--- src/rtl/i2c_slave_responder.sv ---
// I2C slave responder: oversampled SCL/SDA, START/STOP detection, 7-bit address match,
// byte writes out via DOUT/WE_OUT and byte reads fetched through RD_REQ/DIN.
module i2c_slave_responder #(
    parameter logic [6:0] SLAVE_ADDR = 7'h21
) (
    input  logic       CLK,
    input  logic       RST,
    input  logic       I2C_SCL,
    input  logic       I2C_SDA_IN,
    output logic       I2C_SDA_OE,
    output logic [7:0] DOUT,
    output logic       WE_OUT,
    input  logic [7:0] DIN,
    output logic       RD_REQ,
    output logic       BUSY,
    output logic       ADDR_HIT
);

    typedef enum logic [2:0] {
        IDLE, ADDR, ADDR_ACK, WR_BYTE, WR_ACK, RD_BYTE, RD_ACK, IGNORE
    } state_t;

    logic [2:0] scl_sync_q, sda_sync_q;
    logic       scl_rise_q, scl_fall_q, start_q, stop_q;
    logic       scl_rise_d, scl_fall_d, start_d, stop_d;

    state_t     state_q, state_d;
    logic [2:0] cnt_q, cnt_d;
    logic [6:0] shift_q, shift_d;
    logic [6:0] tx_q, tx_d;
    logic       rw_q, rw_d;
    logic       pend_q, pend_d;
    logic       oe_q, oe_d;
    logic [7:0] dout_q, dout_d;
    logic       we_q, we_d;
    logic       rd_req_q, rd_req_d;
    logic       busy_q, busy_d;
    logic       hit_q, hit_d;
    logic       sda_bit;

    assign sda_bit = sda_sync_q[2];

    // Strobes are registered so each bus event is seen as a single one-CLK pulse
    always_comb begin
        scl_rise_d = scl_sync_q[1] & ~scl_sync_q[2];
        scl_fall_d = ~scl_sync_q[1] & scl_sync_q[2];
        start_d    = scl_sync_q[1] & scl_sync_q[2] & sda_sync_q[2] & ~sda_sync_q[1];
        stop_d     = scl_sync_q[1] & scl_sync_q[2] & ~sda_sync_q[2] & sda_sync_q[1];
    end

    always_comb begin
        state_d  = state_q;
        cnt_d    = cnt_q;
        shift_d  = shift_q;
        tx_d     = tx_q;
        rw_d     = rw_q;
        pend_d   = pend_q;
        oe_d     = oe_q;
        dout_d   = dout_q;
        we_d     = 1'b0;
        rd_req_d = 1'b0;
        busy_d   = busy_q;
        hit_d    = hit_q;

        if (stop_q) begin
            state_d = IDLE;
            oe_d    = 1'b0;
            busy_d  = 1'b0;
            hit_d   = 1'b0;
            cnt_d   = 3'd0;
            pend_d  = 1'b0;
        end else if (start_q) begin
            state_d = ADDR;
            oe_d    = 1'b0;
            busy_d  = 1'b1;
            hit_d   = 1'b0;
            cnt_d   = 3'd0;
            pend_d  = 1'b0;
        end else begin
            case (state_q)
                IDLE: ;
                // ADDR_HIT doubles as the "address byte complete" flag for the ACK fall
                ADDR: begin
                    if (scl_rise_q) begin
                        shift_d = {shift_q[5:0], sda_bit};
                        cnt_d   = cnt_q + 3'd1;
                        if (cnt_q == 3'd7) begin
                            if (shift_q == SLAVE_ADDR && shift_q != 7'h00) begin
                                hit_d = 1'b1;
                                rw_d  = sda_bit;
                            end else begin
                                state_d = IGNORE;
                            end
                        end
                    end else if (scl_fall_q && hit_q) begin
                        oe_d    = 1'b1;
                        state_d = ADDR_ACK;
                    end
                end
                ADDR_ACK: begin
                    if (rw_q) begin
                        if (scl_rise_q) begin
                            rd_req_d = 1'b1;
                        end else if (scl_fall_q) begin
                            tx_d    = DIN[6:0];
                            oe_d    = ~DIN[7];
                            cnt_d   = 3'd0;
                            state_d = RD_BYTE;
                        end
                    end else if (scl_fall_q) begin
                        oe_d    = 1'b0;
                        cnt_d   = 3'd0;
                        state_d = WR_BYTE;
                    end
                end
                WR_BYTE: begin
                    if (scl_rise_q) begin
                        shift_d = {shift_q[5:0], sda_bit};
                        cnt_d   = cnt_q + 3'd1;
                        if (cnt_q == 3'd7) begin
                            dout_d = {shift_q, sda_bit};
                            we_d   = 1'b1;
                            pend_d = 1'b1;
                        end
                    end else if (scl_fall_q && pend_q) begin
                        oe_d    = 1'b1;
                        pend_d  = 1'b0;
                        state_d = WR_ACK;
                    end
                end
                WR_ACK: begin
                    if (scl_fall_q) begin
                        oe_d    = 1'b0;
                        cnt_d   = 3'd0;
                        state_d = WR_BYTE;
                    end
                end
                // Bit 7 went out on entry; falls 1..7 present bits 6..0, the 8th releases SDA
                RD_BYTE: begin
                    if (scl_fall_q) begin
                        if (cnt_q == 3'd7) begin
                            oe_d    = 1'b0;
                            cnt_d   = 3'd0;
                            state_d = RD_ACK;
                        end else begin
                            tx_d  = {tx_q[5:0], 1'b0};
                            oe_d  = ~tx_q[6];
                            cnt_d = cnt_q + 3'd1;
                        end
                    end
                end
                RD_ACK: begin
                    if (scl_rise_q) begin
                        if (!sda_bit) begin
                            rd_req_d = 1'b1;
                            pend_d   = 1'b1;
                        end else begin
                            state_d = IGNORE;
                        end
                    end else if (scl_fall_q && pend_q) begin
                        tx_d    = DIN[6:0];
                        oe_d    = ~DIN[7];
                        pend_d  = 1'b0;
                        cnt_d   = 3'd0;
                        state_d = RD_BYTE;
                    end
                end
                IGNORE: oe_d = 1'b0;
                default: state_d = IDLE;
            endcase
        end
    end

    // Sync chains reset to the idle-bus level so release of reset creates no false edges
    always_ff @(posedge CLK or posedge RST) begin
        if (RST) begin
            scl_sync_q <= 3'b111;
            sda_sync_q <= 3'b111;
            scl_rise_q <= 1'b0;
            scl_fall_q <= 1'b0;
            start_q    <= 1'b0;
            stop_q     <= 1'b0;
            state_q    <= IDLE;
            cnt_q      <= 3'd0;
            shift_q    <= 7'd0;
            tx_q       <= 7'd0;
            rw_q       <= 1'b0;
            pend_q     <= 1'b0;
            oe_q       <= 1'b0;
            dout_q     <= 8'h00;
            we_q       <= 1'b0;
            rd_req_q   <= 1'b0;
            busy_q     <= 1'b0;
            hit_q      <= 1'b0;
        end else begin
            scl_sync_q <= {scl_sync_q[1:0], I2C_SCL};
            sda_sync_q <= {sda_sync_q[1:0], I2C_SDA_IN};
            scl_rise_q <= scl_rise_d;
            scl_fall_q <= scl_fall_d;
            start_q    <= start_d;
            stop_q     <= stop_d;
            state_q    <= state_d;
            cnt_q      <= cnt_d;
            shift_q    <= shift_d;
            tx_q       <= tx_d;
            rw_q       <= rw_d;
            pend_q     <= pend_d;
            oe_q       <= oe_d;
            dout_q     <= dout_d;
            we_q       <= we_d;
            rd_req_q   <= rd_req_d;
            busy_q     <= busy_d;
            hit_q      <= hit_d;
        end
    end

    assign I2C_SDA_OE = oe_q;
    assign DOUT       = dout_q;
    assign WE_OUT     = we_q;
    assign RD_REQ     = rd_req_q;
    assign BUSY       = busy_q;
    assign ADDR_HIT   = hit_q;

endmodule

--- config.mk ---
export PLATFORM = sky130hd
export DESIGN_NAME = i2c_slave_responder
export DESIGN_NICKNAME = d
export VERILOG_FILES = /design/src/rtl/i2c_slave_responder.sv
export SDC_FILE = /design/constraint.sdc
export NUM_CORES = 1
export LEC_CHECK = 0
export BUFFER_PORTS_ARGS = -buffer_cell sky130_fd_sc_hd__clkbuf_2
export CORE_MARGIN = 5
export CORE_UTILIZATION = 52
export CTS_CLUSTER_DIAMETER = 50
export DETAILED_ROUTE_END_ITERATION = 8
export GPL_TIMING_DRIVEN = 1
export PLACE_DENSITY = 0.84
export SLEW_MARGIN = 10
export SYNTH_ARGS = -nofsm -noshare
export SYNTH_HDL_FRONTEND = slang
export SYNTH_SLANG_ARGS = --single-unit
--- constraint.sdc ---
create_clock -name CLK -period 1.9 [get_ports CLK]
set_input_delay 0.19 -clock CLK [delete_from_list [all_inputs] [get_ports CLK]]
set_output_delay 0.19 -clock CLK [all_outputs]
set_load 0.02 [all_outputs]
==> flow_summary.toml <==
[status]
status = "complete, no violations"

[setup_path]
start_kind = "register"
r2r_setup_slack_ns = 0.05
arrival_ns = 2.02
cp_slowest_cell = "or4b_4"
crit_chain = "or4b_4, nor4_4, o21ai_2, a211oi_2, a311oi_1"
cp-end-kind = "register"
slowest_delay_ns = 0.56
cp_max_fo = 4
worstPathRequired_ns = 2.07
path_class = "reg2reg"

[timing]
drv_slew = 0
setup_ws_ns = 0.0535
final_hold_viol_count = 0
finalSetupTns_ns = 0
worstMarginPinSlew_ns = 0.785
max_freq_mhz = 542
slew_headroom = 0.474
timing.final.crit_period_ns = 1.85
finalCritPeriodShare = 0.972
holdWs_ns = 0.110
setup_viol = 0
skew_ns = 0.00740

[grt]
grt_antenna_before_repair = 0
grt-ovfl-total = 0
grt_pass1_vias = 1716
track_usage = 0.184
grt_pass1_wl_mm = 7.91
grt_max_degree = 25

[final_layout]
areaGrowthSynthToFinish_pct = 19.9
diodes = 0
fill_cells = 306
final_util = 0.652
final_common_cell = "dfrtp_1"
nets = 261
instances_no_fill = 298
final_layout_size_suffix_gt1_frac = 0.294
final_cell_mix = "38 x dfrtp_1, 24 x clkbuf_2, 22 x nand2_1"

[synth]
yosys.cell_types.count = 49
syn-instance-count = 206
yosys_warnings = 0
async_flop_share = 1.00
yosysSeqAreaShare = 0.514
synth_nets = 220
netlist.area_leader.share = 0.442
synth-seq-cells = 45
synthesis.area_mm2 = 0.00221
synth-main-ff-cell = "dfrtp_1"
yosys.area.top_type = "dfrtp_1"
yosys-top-cells-area = "dfrtp_1 44%, mux2_1 8.7%, dfstp_2 7.1%"
synth.avg_cell_area_um2 = 10.7
synth_edf_count = 0

[drt]
drtAntennaViolNets = 0
drcViolationCount = 0
num_vias = 1753
wl_per_cell_um = 16.5
firstDrtPassIters = 4
drtIter0Drc = 226
via_per_inst = 5.88
routed_wl_mm = 4.93

[cts]
root_buffer = "clkbuf_8"
clockBufferDepth = 2
numCtsBuffers = 5
cts_tree = "built"
htreeDepth = 2
cts_sinks = 45
clk_pin_slew_worst_paths_ns = 0.09
insertion_delay_ns = 0.30

[floorplanning]
pin_count = 25
initial_core_util = 0.544
dieArea_mm2 = 0.00565
dieWidth_um = 75.2
fp-row-count = 23
core_mm2 = 0.00406
die_height_um = 75.2

[worst_hold_path]
hold_class = "in2reg"

[placement]
place_ws_ns = 0.0570
gp_congestion = 0.904
hpwl_mm = 3.25
port_buffers = 24
placed_cells = 282

[power_and_ir_drop]
p_per_area_mw_per_mm2 = 1300
max-vdd-ir-drop_v = 0.000806
leakage_nw = 1.26

[run]
maxCapViolations = 0
-- cell families (layout without fill, tap and decap cells) --
family	Yosys count	after routing	synth area share
AND/OR/NAND/NOR	70	70	0.173
AO/OA/AOI/OAI	45	46	0.138
flip-flops	45	45	0.514
multiplexers	25	25	0.123
buffers and inverters	18	59	0.0374
adder cells (fa/ha/maj)	2	2	0.0113
XOR/XNOR	1	1	0.00397
-- power breakdown --
group / switching [mW] / internal, mW / leakage (nW) / total, mW
Sequential: 0.222 / 1.19 / 0.565 / 1.41
Clock: 0.331 / 0.261 / 0.0445 / 0.592
Combinational: 0.790 / 0.650 / 0.651 / 1.44
-- final cells by class --
| type | instances | area, um^2 | share of cell area |
|---|---|---|---|
| flip-flops and latches | 45 | 1130 | 0.429 |
| multi-input cells | 144 | 1030 | 0.391 |
| repair buffers | 45 | 302 | 0.114 |
| inverters | 6 | 22.5 | 0.00851 |
| well taps | 50 | 62.6 | 0.0236 |
| clock inverters | 3 | 21.3 | 0.00804 |
| clock buffers | 5 | 68.8 | 0.0260 |
-- registers in the layout, summed over array words and instances (netlist names), 3 cells and up --
signal      cells
DOUT            8
cnt_q           3
scl_sync_q      3
sda_sync_q      3
shift_q         7
state_q         3
tx_q            7
-- what timing repair did --
item / 4_1_cts / 5_1_grt
buffers inserted: 0 / 4
hold buffers: 3 / 0
hold endpoints to repair: 17 / 0
endpoints found under the setup margin: 0 / 12
gates resized for setup: 0 / 9
-- through the flow --
stage	cell area, um^2	total power, mW
2_1_floorplan	2210	2.40
3_3_place_gp	2450	2.68
3_5_place_dp	2450	2.74
4_1_cts	2570	3.35
5_1_grt	2650	3.69
6_report	2650	3.45
-- path summary, 6_finish.rpt --
path | start | to | cells after the start
worst min register to register | sda_sync_q[0] | sda_sync_q[1] | 0
max in group asynchronous | RST | state_q[0] | 4
worst max-delay path | shift_q[6] | state_q[0] | 5
worst max register to register | shift_q[6] | state_q[0] | 5
worst min-delay path | DIN[0] | tx_q[0] | 3
min in group asynchronous | RST | tx_q[1] | 3
-- per-layer routing --
metal | wire [um] | global-route usage | vias up
met5 | 0 | 0 | -
met4 | 90 | 0.0874 | 0
met3 | 266 | 0.0467 | 11
met2 | 2530 | 0.294 | 61
met1 | 2040 | 0.236 | 852
li1 | - | - | 829
-- worst max-delay path, delay by kind of cell (launching register included) --
kind               cells  cell delay [ns]
AOI/OAI and AO/OA      3             0.40
DFF                    1             0.40
and+or+nand+nor        2             0.92
-- synthesized netlist by cell type, drive strengths merged, types with 3 or more instances --
cell / n
dfrtp: 39
nand2: 22
nor2: 18
mux2: 17
o21ai: 16
buf: 10
a21oi: 8
mux2i: 8
nor3: 7
dfstp: 6
inv: 6
a311oi: 4
nand2b: 4
nor2b: 3
or2: 3
(Power assumes the default switching activity.)
